### config.mk
export PLATFORM = sky130hd
export DESIGN_NAME = exibidor_sequencia
export DESIGN_NICKNAME = d
export VERILOG_FILES = /design/src/rtl/exibidor_sequencia.sv
export SDC_FILE = /design/constraint.sdc
export NUM_CORES = 1
export LEC_CHECK = 0
export CAP_MARGIN = 30
export CORE_AREA = 10 10 67 69
export CTS_CLUSTER_DIAMETER = 80
export DETAILED_ROUTE_END_ITERATION = 12
export DIE_AREA = 0 0 77 79
export DONT_BUFFER_PORTS = 1
export PLACE_DENSITY = 0.64
export SYNTH_ARGS = -nofsm -noshare
export SYNTH_HDL_FRONTEND = slang
export SYNTH_SLANG_ARGS = --single-unit
### constraint.sdc
create_clock -name clock -period 2.45 [get_ports clock]
set_clock_uncertainty 0.1 [all_clocks]
set_input_delay 0.3675 -clock clock [delete_from_list [all_inputs] [get_ports clock]]
set_output_delay 0.3675 -clock clock [all_outputs]
set_load 0.01 [all_outputs]
### src/rtl/exibidor_sequencia.sv
// exibidor_sequencia
// Sequence presenter for the memory game. On a start request it walks the
// sequence memory from address 0 up to the latched limit, shows each stored
// element on the LEDs for TEMPO_ACESO cycles, optionally followed by a dark
// gap of TEMPO_APAGADO cycles, and then pulses fim_mostra for one cycle.
//
// Build option:
//   EXIBIDOR_GAP_EN - when defined, the dark-gap state (apaga) is built in.
//                     When undefined, acende goes straight to proximo/fim and
//                     state code 3 is treated as an illegal encoding.
`timescale 1ns/1ps

module exibidor_sequencia #(
    parameter int TEMPO_ACESO   = 1000,
    parameter int TEMPO_APAGADO = 250
) (
    input  logic       clock,
    input  logic       reset,
    input  logic       iniciar,
    input  logic [3:0] limite,
    input  logic [3:0] dado,
    output logic [3:0] endereco,
    output logic [3:0] leds,
    output logic       mostrando,
    output logic       fim_mostra,
    output logic [3:0] db_estado
);

    // ------------------------------------------------------------------
    // Timer sizing: wide enough for the longer of the two phases, so the
    // terminal count of either phase is always representable.
    // ------------------------------------------------------------------
    localparam int TMAX = (TEMPO_ACESO > TEMPO_APAGADO) ? TEMPO_ACESO : TEMPO_APAGADO;
    localparam int TW   = (TMAX < 1) ? 1 : $clog2(TMAX + 1);

    localparam logic [TW-1:0] ACESO_LAST = TW'(TEMPO_ACESO - 1);
`ifdef EXIBIDOR_GAP_EN
    localparam logic [TW-1:0] APAGADO_LAST = TW'(TEMPO_APAGADO - 1);
`endif

    // ------------------------------------------------------------------
    // State encoding (codes are exported on db_estado as-is).
    // ------------------------------------------------------------------
    localparam logic [3:0] ST_OCIOSO  = 4'h0;
    localparam logic [3:0] ST_CARREGA = 4'h1;
    localparam logic [3:0] ST_ACENDE  = 4'h2;
    localparam logic [3:0] ST_APAGA   = 4'h3;
    localparam logic [3:0] ST_PROXIMO = 4'h4;
    localparam logic [3:0] ST_FIM     = 4'hF;

    // ------------------------------------------------------------------
    // Registers
    // ------------------------------------------------------------------
    logic [3:0]    estado_q,   estado_d;
    logic [3:0]    endereco_q, endereco_d;
    logic [3:0]    leds_q,     leds_d;
    logic [TW-1:0] timer_q,    timer_d;
    logic [3:0]    lim_q,      lim_d;

    // Terminal-count and last-element flags shared by the phase states.
    logic fim_aceso;
    logic ultimo;

    assign fim_aceso = (timer_q == ACESO_LAST);
    assign ultimo    = (endereco_q == lim_q);

`ifdef EXIBIDOR_GAP_EN
    logic fim_apagado;
    assign fim_apagado = (timer_q == APAGADO_LAST);
`endif

    // Next-state and datapath update for the presentation sequence.
    always_comb begin
        estado_d   = estado_q;
        endereco_d = endereco_q;
        leds_d     = leds_q;
        timer_d    = timer_q;
        lim_d      = lim_q;

        case (estado_q)
            ST_OCIOSO: begin
                // The limit is captured here so later changes on limite
                // cannot stretch or cut a run already in progress.
                if (iniciar) begin
                    estado_d   = ST_CARREGA;
                    endereco_d = 4'd0;
                    timer_d    = '0;
                    lim_d      = limite;
                end
            end

            ST_CARREGA: begin
                // Memory read is combinational, so dado already belongs to
                // the current endereco; latch it as the LED pattern.
                leds_d   = dado;
                timer_d  = '0;
                estado_d = ST_ACENDE;
            end

            ST_ACENDE: begin
                if (fim_aceso) begin
                    timer_d = '0;
`ifdef EXIBIDOR_GAP_EN
                    leds_d   = 4'd0;
                    estado_d = ST_APAGA;
`else
                    // No gap: the LEDs keep the element through proximo and
                    // carrega, so equal neighbours look like one long light.
                    if (ultimo) begin
                        leds_d   = 4'd0;
                        estado_d = ST_FIM;
                    end else begin
                        estado_d = ST_PROXIMO;
                    end
`endif
                end else begin
                    timer_d = timer_q + TW'(1);
                end
            end

`ifdef EXIBIDOR_GAP_EN
            ST_APAGA: begin
                if (fim_apagado) begin
                    timer_d  = '0;
                    // Leaving on the limit (rather than after incrementing)
                    // keeps endereco from ever wrapping when the limit is 15.
                    estado_d = ultimo ? ST_FIM : ST_PROXIMO;
                end else begin
                    timer_d = timer_q + TW'(1);
                end
            end
`endif

            ST_PROXIMO: begin
                endereco_d = endereco_q + 4'd1;
                estado_d   = ST_CARREGA;
            end

            ST_FIM: begin
                // endereco is left on the last element until the next start.
                leds_d   = 4'd0;
                timer_d  = '0;
                estado_d = ST_OCIOSO;
            end

            default: begin
                // Illegal encoding: recover to idle with the lights off.
                leds_d   = 4'd0;
                timer_d  = '0;
                estado_d = ST_OCIOSO;
            end
        endcase
    end

    // State and datapath registers with synchronous active-high reset.
    always_ff @(posedge clock) begin
        if (reset) begin
            estado_q   <= ST_OCIOSO;
            endereco_q <= 4'd0;
            leds_q     <= 4'd0;
            timer_q    <= '0;
            lim_q      <= 4'd0;
        end else begin
            estado_q   <= estado_d;
            endereco_q <= endereco_d;
            leds_q     <= leds_d;
            timer_q    <= timer_d;
            lim_q      <= lim_d;
        end
    end

    // Status decode: mostrando covers the active display states only, and
    // any encoding outside the legal set reads back as F on db_estado.
    always_comb begin
        mostrando  = 1'b0;
        fim_mostra = 1'b0;
        db_estado  = 4'hF;
        case (estado_q)
            ST_OCIOSO: begin
                db_estado = ST_OCIOSO;
            end
            ST_CARREGA: begin
                db_estado = ST_CARREGA;
                mostrando = 1'b1;
            end
            ST_ACENDE: begin
                db_estado = ST_ACENDE;
                mostrando = 1'b1;
            end
`ifdef EXIBIDOR_GAP_EN
            ST_APAGA: begin
                db_estado = ST_APAGA;
                mostrando = 1'b1;
            end
`endif
            ST_PROXIMO: begin
                db_estado = ST_PROXIMO;
                mostrando = 1'b1;
            end
            ST_FIM: begin
                db_estado  = ST_FIM;
                fim_mostra = 1'b1;
            end
            default: begin
                db_estado = 4'hF;
            end
        endcase
    end

    assign endereco = endereco_q;
    assign leds     = leds_q;

endmodule

-- Word-level counts from Yosys, hierarchy flattened
Cells that the tools add are included.
- logic and storage cells: 42
- register bits after elaboration: 26
- output and inout bits: 14
- bits of input ports: 11
- multiplexer cells: 15
- bitwise logic cells: 2
- equal/unequal tests: 9
- add/subtract/negate cells: 2
- reductions and logical operators: 9
- operator list (operator ; count):
    $pmux W4 S4 ; 2
    $pmux W10 S3 ; 1
    $mux W4 ; 6
    $mux W10 ; 2
    $pmux W4 S3 ; 1
    $add A10 B1 Y10 const B ; 1
    $eq A10 B10 Y1 const B ; 1
    $pmux W4 S2 ; 1
    $reduce_and A2 Y1 ; 4
    $ne A2 B2 Y1 const B ; 3
    $add A4 B1 Y4 const B ; 1
    $eq A4 B1 Y1 const B ; 1
    $eq A4 B2 Y1 const B ; 1
    $eq A4 B3 Y1 const B ; 1
    $eq A4 B4 Y1 ; 1
    $eq A4 B4 Y1 const B ; 1
    $logic_not A4 Y1 ; 1
    $reduce_and A3 Y1 ; 1
    $reduce_or A3 Y1 ; 1
    $mux W1 ; 2
    $not A1 Y1 ; 2
    $reduce_bool A2 Y1 ; 1
    $reduce_or A2 Y1 ; 1

-- Longest topological paths before layout
- depth in word-level cells: 4
- gate-level depth with buffers: 5
- gate-level depth less buffers: 5

-- Least setup slack after synthesis
Ideal clock, no wire load.
- kind: reg2reg
- start point: register estado_q[2]
- end point: register estado_q[3]
- clock period less this slack: 1.723 ns
- slack: 0.727 ns
- cell stages (with the launch flop): 6
- buffers on the path: 1
- setup time: 0.114 ns
- arrival time: 1.508 ns
- data required time: 2.236 ns
- path through: dfxtp_1 buf_2 nor4_1 nor2b_1 or4_4 nor2_1
- word-level cells in the longest chain between the ends: 3
- elaborated cells on any way between the ends: 8
- those cells by class: eq/ne: 5; mux: 1; reduce/logical: 2
- ends and longest elaborated chain (element ; RTL line ; source):
    start, declared ; 54 ; logic [3:0] estado_q, estado_d;
    start signal, assigned ; 164 ; estado_q <= estado_d;
    $eq A4 B2 Y1 or $logic_not A4 Y1 (tied branches) ; 80 ; case (estado_q)
    $ne A2 B2 Y1 (no line) ; -- ;
    $reduce_and A2 Y1 (no line) ; -- ;
Parallel ways exist; a longest one is shown, timed or not.
A chain may end at the register's enable or synchronous reset.

-- Final worst setup path
- start point: register estado_q[3]
- end point: output db_estado[2]
- word-level cells in the longest chain between the ends: 2
- elaborated cells on any way between the ends: 5
- those cells by class: eq/ne: 3; mux: 1; reduce/logical: 1
- ends and longest elaborated chain (element ; RTL line ; source):
    $eq A4 B3 Y1, or another cell as far along ; 178 ; case (estado_q)
    $pmux W4 S4 * ; 178 ;
    end, declared ; 26 ; output logic [3:0] db_estado
Every way passes the cells marked *; elsewhere a longest branch is shown, timed or not.

==> run_results.csv <==
group,metric,value,unit
power_and_ir_drop,p_comb_frac,0.438,
timing,max_freq,474.6,MHz
logic_synthesis,synth_cell_type_count,35,
timing,hold_viol,0,
critical_path,path_depth,3,
placed_design,port_buffers,0,
worst_hold_path,min_from,"iniciar",
finish,design_area,1373,sq um
logic_synthesis,yosys.area_share.simple,0.2687,
clock_tree,cts_buffers,3,
timing,rsz0062_at_grt,"false",
placed_design,gp_congestion,0.7960,
finish,area_delta_synth_final,10.81,%
clock_tree,clock-sinks,26,
power_and_ir_drop,power.density,941.2,nW/um^2
clock_tree,worst_setup_hold_path_clk_slew,0.12,ns
logic_synthesis,synth-compound-area-share,0.1838,
die,io_pins,25,
logic_synthesis,synth_area,1239,sq um
die,placement_rows,21,
power_and_ir_drop,vdd_drop_max,0.4285,mV
logic_synthesis,synth_xor_area_frac,0.08485,
flow_run,maxCapViolations,0,
critical_path,crit_path_max_fanout,7,
timing,tightest_slew,0.5136,ns
logic_synthesis,synth.top_cell.area_share,0.4202,
timing,finalSetupViolations,0,
logic_synthesis,synthCells,142,
logic_synthesis,ys_top_cells_by_count,"26 x dfxtp_1, 19 x a21oi_1, 15 x nor2_1",
critical_path,r2r_start,"timer_q[0]$_SDFFE_PP0P_",
critical_path,start_kind,"flop",
drt,vias_per_cell,5.459,
die,core_area,3232,sq um
critical_path,r2r_cells,5,
logic_synthesis,synth_top_cell_by_area,"dfxtp_1",
global_routing,grt_pass1_vias,1029,
critical_path,arrival,1.64,ns
finish,antennaDiodeCount,0,
logic_synthesis,synth_top_family_by_area,"simple AND/OR/NAND/NOR gates",
timing,slew_headroom,0.6545,
logic_synthesis,synth_edf_count,0,
critical_path,criticalPathCategory,"flop to output pin",
power_and_ir_drop,clkPwrFrac,0.137,
clock_tree,ctsHoldBuffers,3,
logic_synthesis,muxShareOfSynthArea,0,
clock_tree,cts_buffer_depth,2,
worst_hold_path,min_delay_path_depth,1,
finish,regArea,520.5,sq um
global_routing,grt_max_degree,14,
logic_synthesis,ys_ff_latch,26,
logic_synthesis,syn-num-nets,155,
logic_synthesis,synth-seq-area-share,0.4202,
clock_tree,htreeDepth,1,
clock_tree,clk_latency,0.32,ns
drt,via_count,1059,
die,dieArea,6083,sq um
timing,period_share,0.8600,
timing,layout_min_cycle_time,2.107,ns
worst_hold_path,hold_path_class,"primary input to flop",
power_and_ir_drop,power.switching,532.8,uW
critical_path,slowest_stage,"nor3_1",
global_routing,grt_pass1_wl,4885,um
global_routing,grt_remaining_overflow,0,
drt,drt-initial-drc-count,62,
die,die_h,79,um
placed_design,hpwl,2192,um
die,die_w,77,um
drt,drt-total-wl,3005,um
global_routing,antenna_found_initial,0,
critical_path,cp_slowest_stage_delay,0.47,ns
critical_path,worstSetupEndpointType,"output pin",
drt,dr.pass1.iters,4,
logic_synthesis,syn_area_per_cell,8.723,sq um
clock_tree,cts_setup_buffers,0,
finish,multi_input_area,690.7,sq um
drt,drc_errors,0,
finish,nets,163,
placed_design,dpl_cell_area,1310,sq um
power_and_ir_drop,intPower,759.1,uW
clock_tree,cts_resized,0,
logic_synthesis,ys.warnings.count,0,
logic_synthesis,synth_most_common_cell,"dfxtp_1",
logic_synthesis,synthTopCellsByArea,"dfxtp_1 42%, a21oi_1 7.7%, xor2_1 5.7%, nor2_1 4.5%, a211oi_1 4.2%",
clock_tree,ctsRootBufferMaster,"clkbuf_4",
logic_synthesis,async_flop_share,0,
timing,fin_setup_tns,0,ns
power_and_ir_drop,pwr-share-seq,0.425,
finish,drive_gt1_frac,0.1014,
critical_path,required,1.98,ns
critical_path,crit_start,"estado_q[3]$_SDFFE_PP0P_",
drt,wl_per_cell,15.49,um
die,start_util,0.3833,
power_and_ir_drop,p_leak,0.4771,nW
finish,final.fill_count,332,
global_routing,grt_use_total,0.09686,
power_and_ir_drop,swShare,0.4124,
timing,drv_slew,0,
critical_path,path_cells,"nor3_1, nand2_1, nand2b_1",
critical_path,path_buf_inv,0,
clock_tree,tritoncts,"done",
logic_synthesis,synthAdderAreaFrac,0.02020,
outcome,status,"complete, no violations",
critical_path,cp_top_family,"simple AND/OR/NAND/NOR gates",
drt,drtAntennaViolNets,0,
logic_synthesis,yosys_most_used_dff,"dfxtp_1",
power by group through the flow:
stage                     Sequential [mW]  Clock, mW  Combinational, mW
after floorplan                     0.535          0              0.418
after global placement              0.556          0              0.553
after detailed placement            0.561          0              0.560
after CTS                           0.549      0.180              0.571
after global routing                0.559      0.204              0.631
final                               0.549      0.177              0.566
cells by family (layout without fill, tap and decap cells):
kind of cell | Yosys count | count (layout)
adder cells (fa/ha/maj) | 2 | 2
flip-flops | 26 | 26
buffers and inverters | 7 | 13
XOR/XNOR | 12 | 12
AND/OR/NAND/NOR | 58 | 58
AO/OA/AOI/OAI | 37 | 37
path summary, 6_finish.rpt:
check	to	slack, ns
setup / recovery	db_estado[2]	0.34
hold / removal	endereco[2]$_SDFFE_PP0P_	0.04
setup reg to reg	estado_q[3]$_SDFFE_PP0P_	0.58
hold reg to reg	lim_q[0]$_SDFFE_PP0P_	0.38
through the flow:
step                      instances  setup slack (ns)  utilization  hold slack, ns  power (mW)
after floorplan                 142            0.7274            -          0.3478      0.9532
after global placement          187            0.6661       0.4053          0.3407       1.109
after detailed placement        187            0.6419       0.4053          0.3429       1.121
after CTS                       193            0.3231       0.4216       0.0008174       1.301
after global routing            194            0.1818       0.4247         0.03138       1.394
final                           194            0.3430       0.4247         0.03651       1.292
sequential cells by signal (all words and copies together) (netlist names):
register,count
lim_q,4
estado_q,4
timer_q,10
endereco,4
leds,4
layout make-up:
class | count | share of cell area
timing repair buffer | 9 | 0.05652
tap | 46 | 0.04193
clock buffer | 3 | 0.01641
sequential | 26 | 0.3792
inverter | 1 | 0.002735
multi-input combinational | 109 | 0.5032
per-layer routing:
layer,routed length [um],vias up,global-route usage
met5,0,-,0
li1,-,533,-
met4,35,0,0.02190
met1,1286,499,0.1103
met3,194,4,0.04505
met2,1489,23,0.1627
placed cells by master, fill, tap and decap left out, types with 2 or more instances in the layout:
cell type and instances:
dfxtp_1 26, a21oi_1 19, nor2_1 15, nand3_1 10, nand2_1 9, xor2_1 8, a211oi_1 7, buf_4 5
or3_1 4, xnor2_1 4, dlygate4sd3_1 4, nor4_1 3, o21ai_0 3, clkbuf_4 3, nor3_1 2, nand2b_1 2
and4_1 2, nand4_1 2, nor2b_1 2, o211ai_1 2, ha_1 2
No activity file was read; power rests on OpenSTA's default activity.
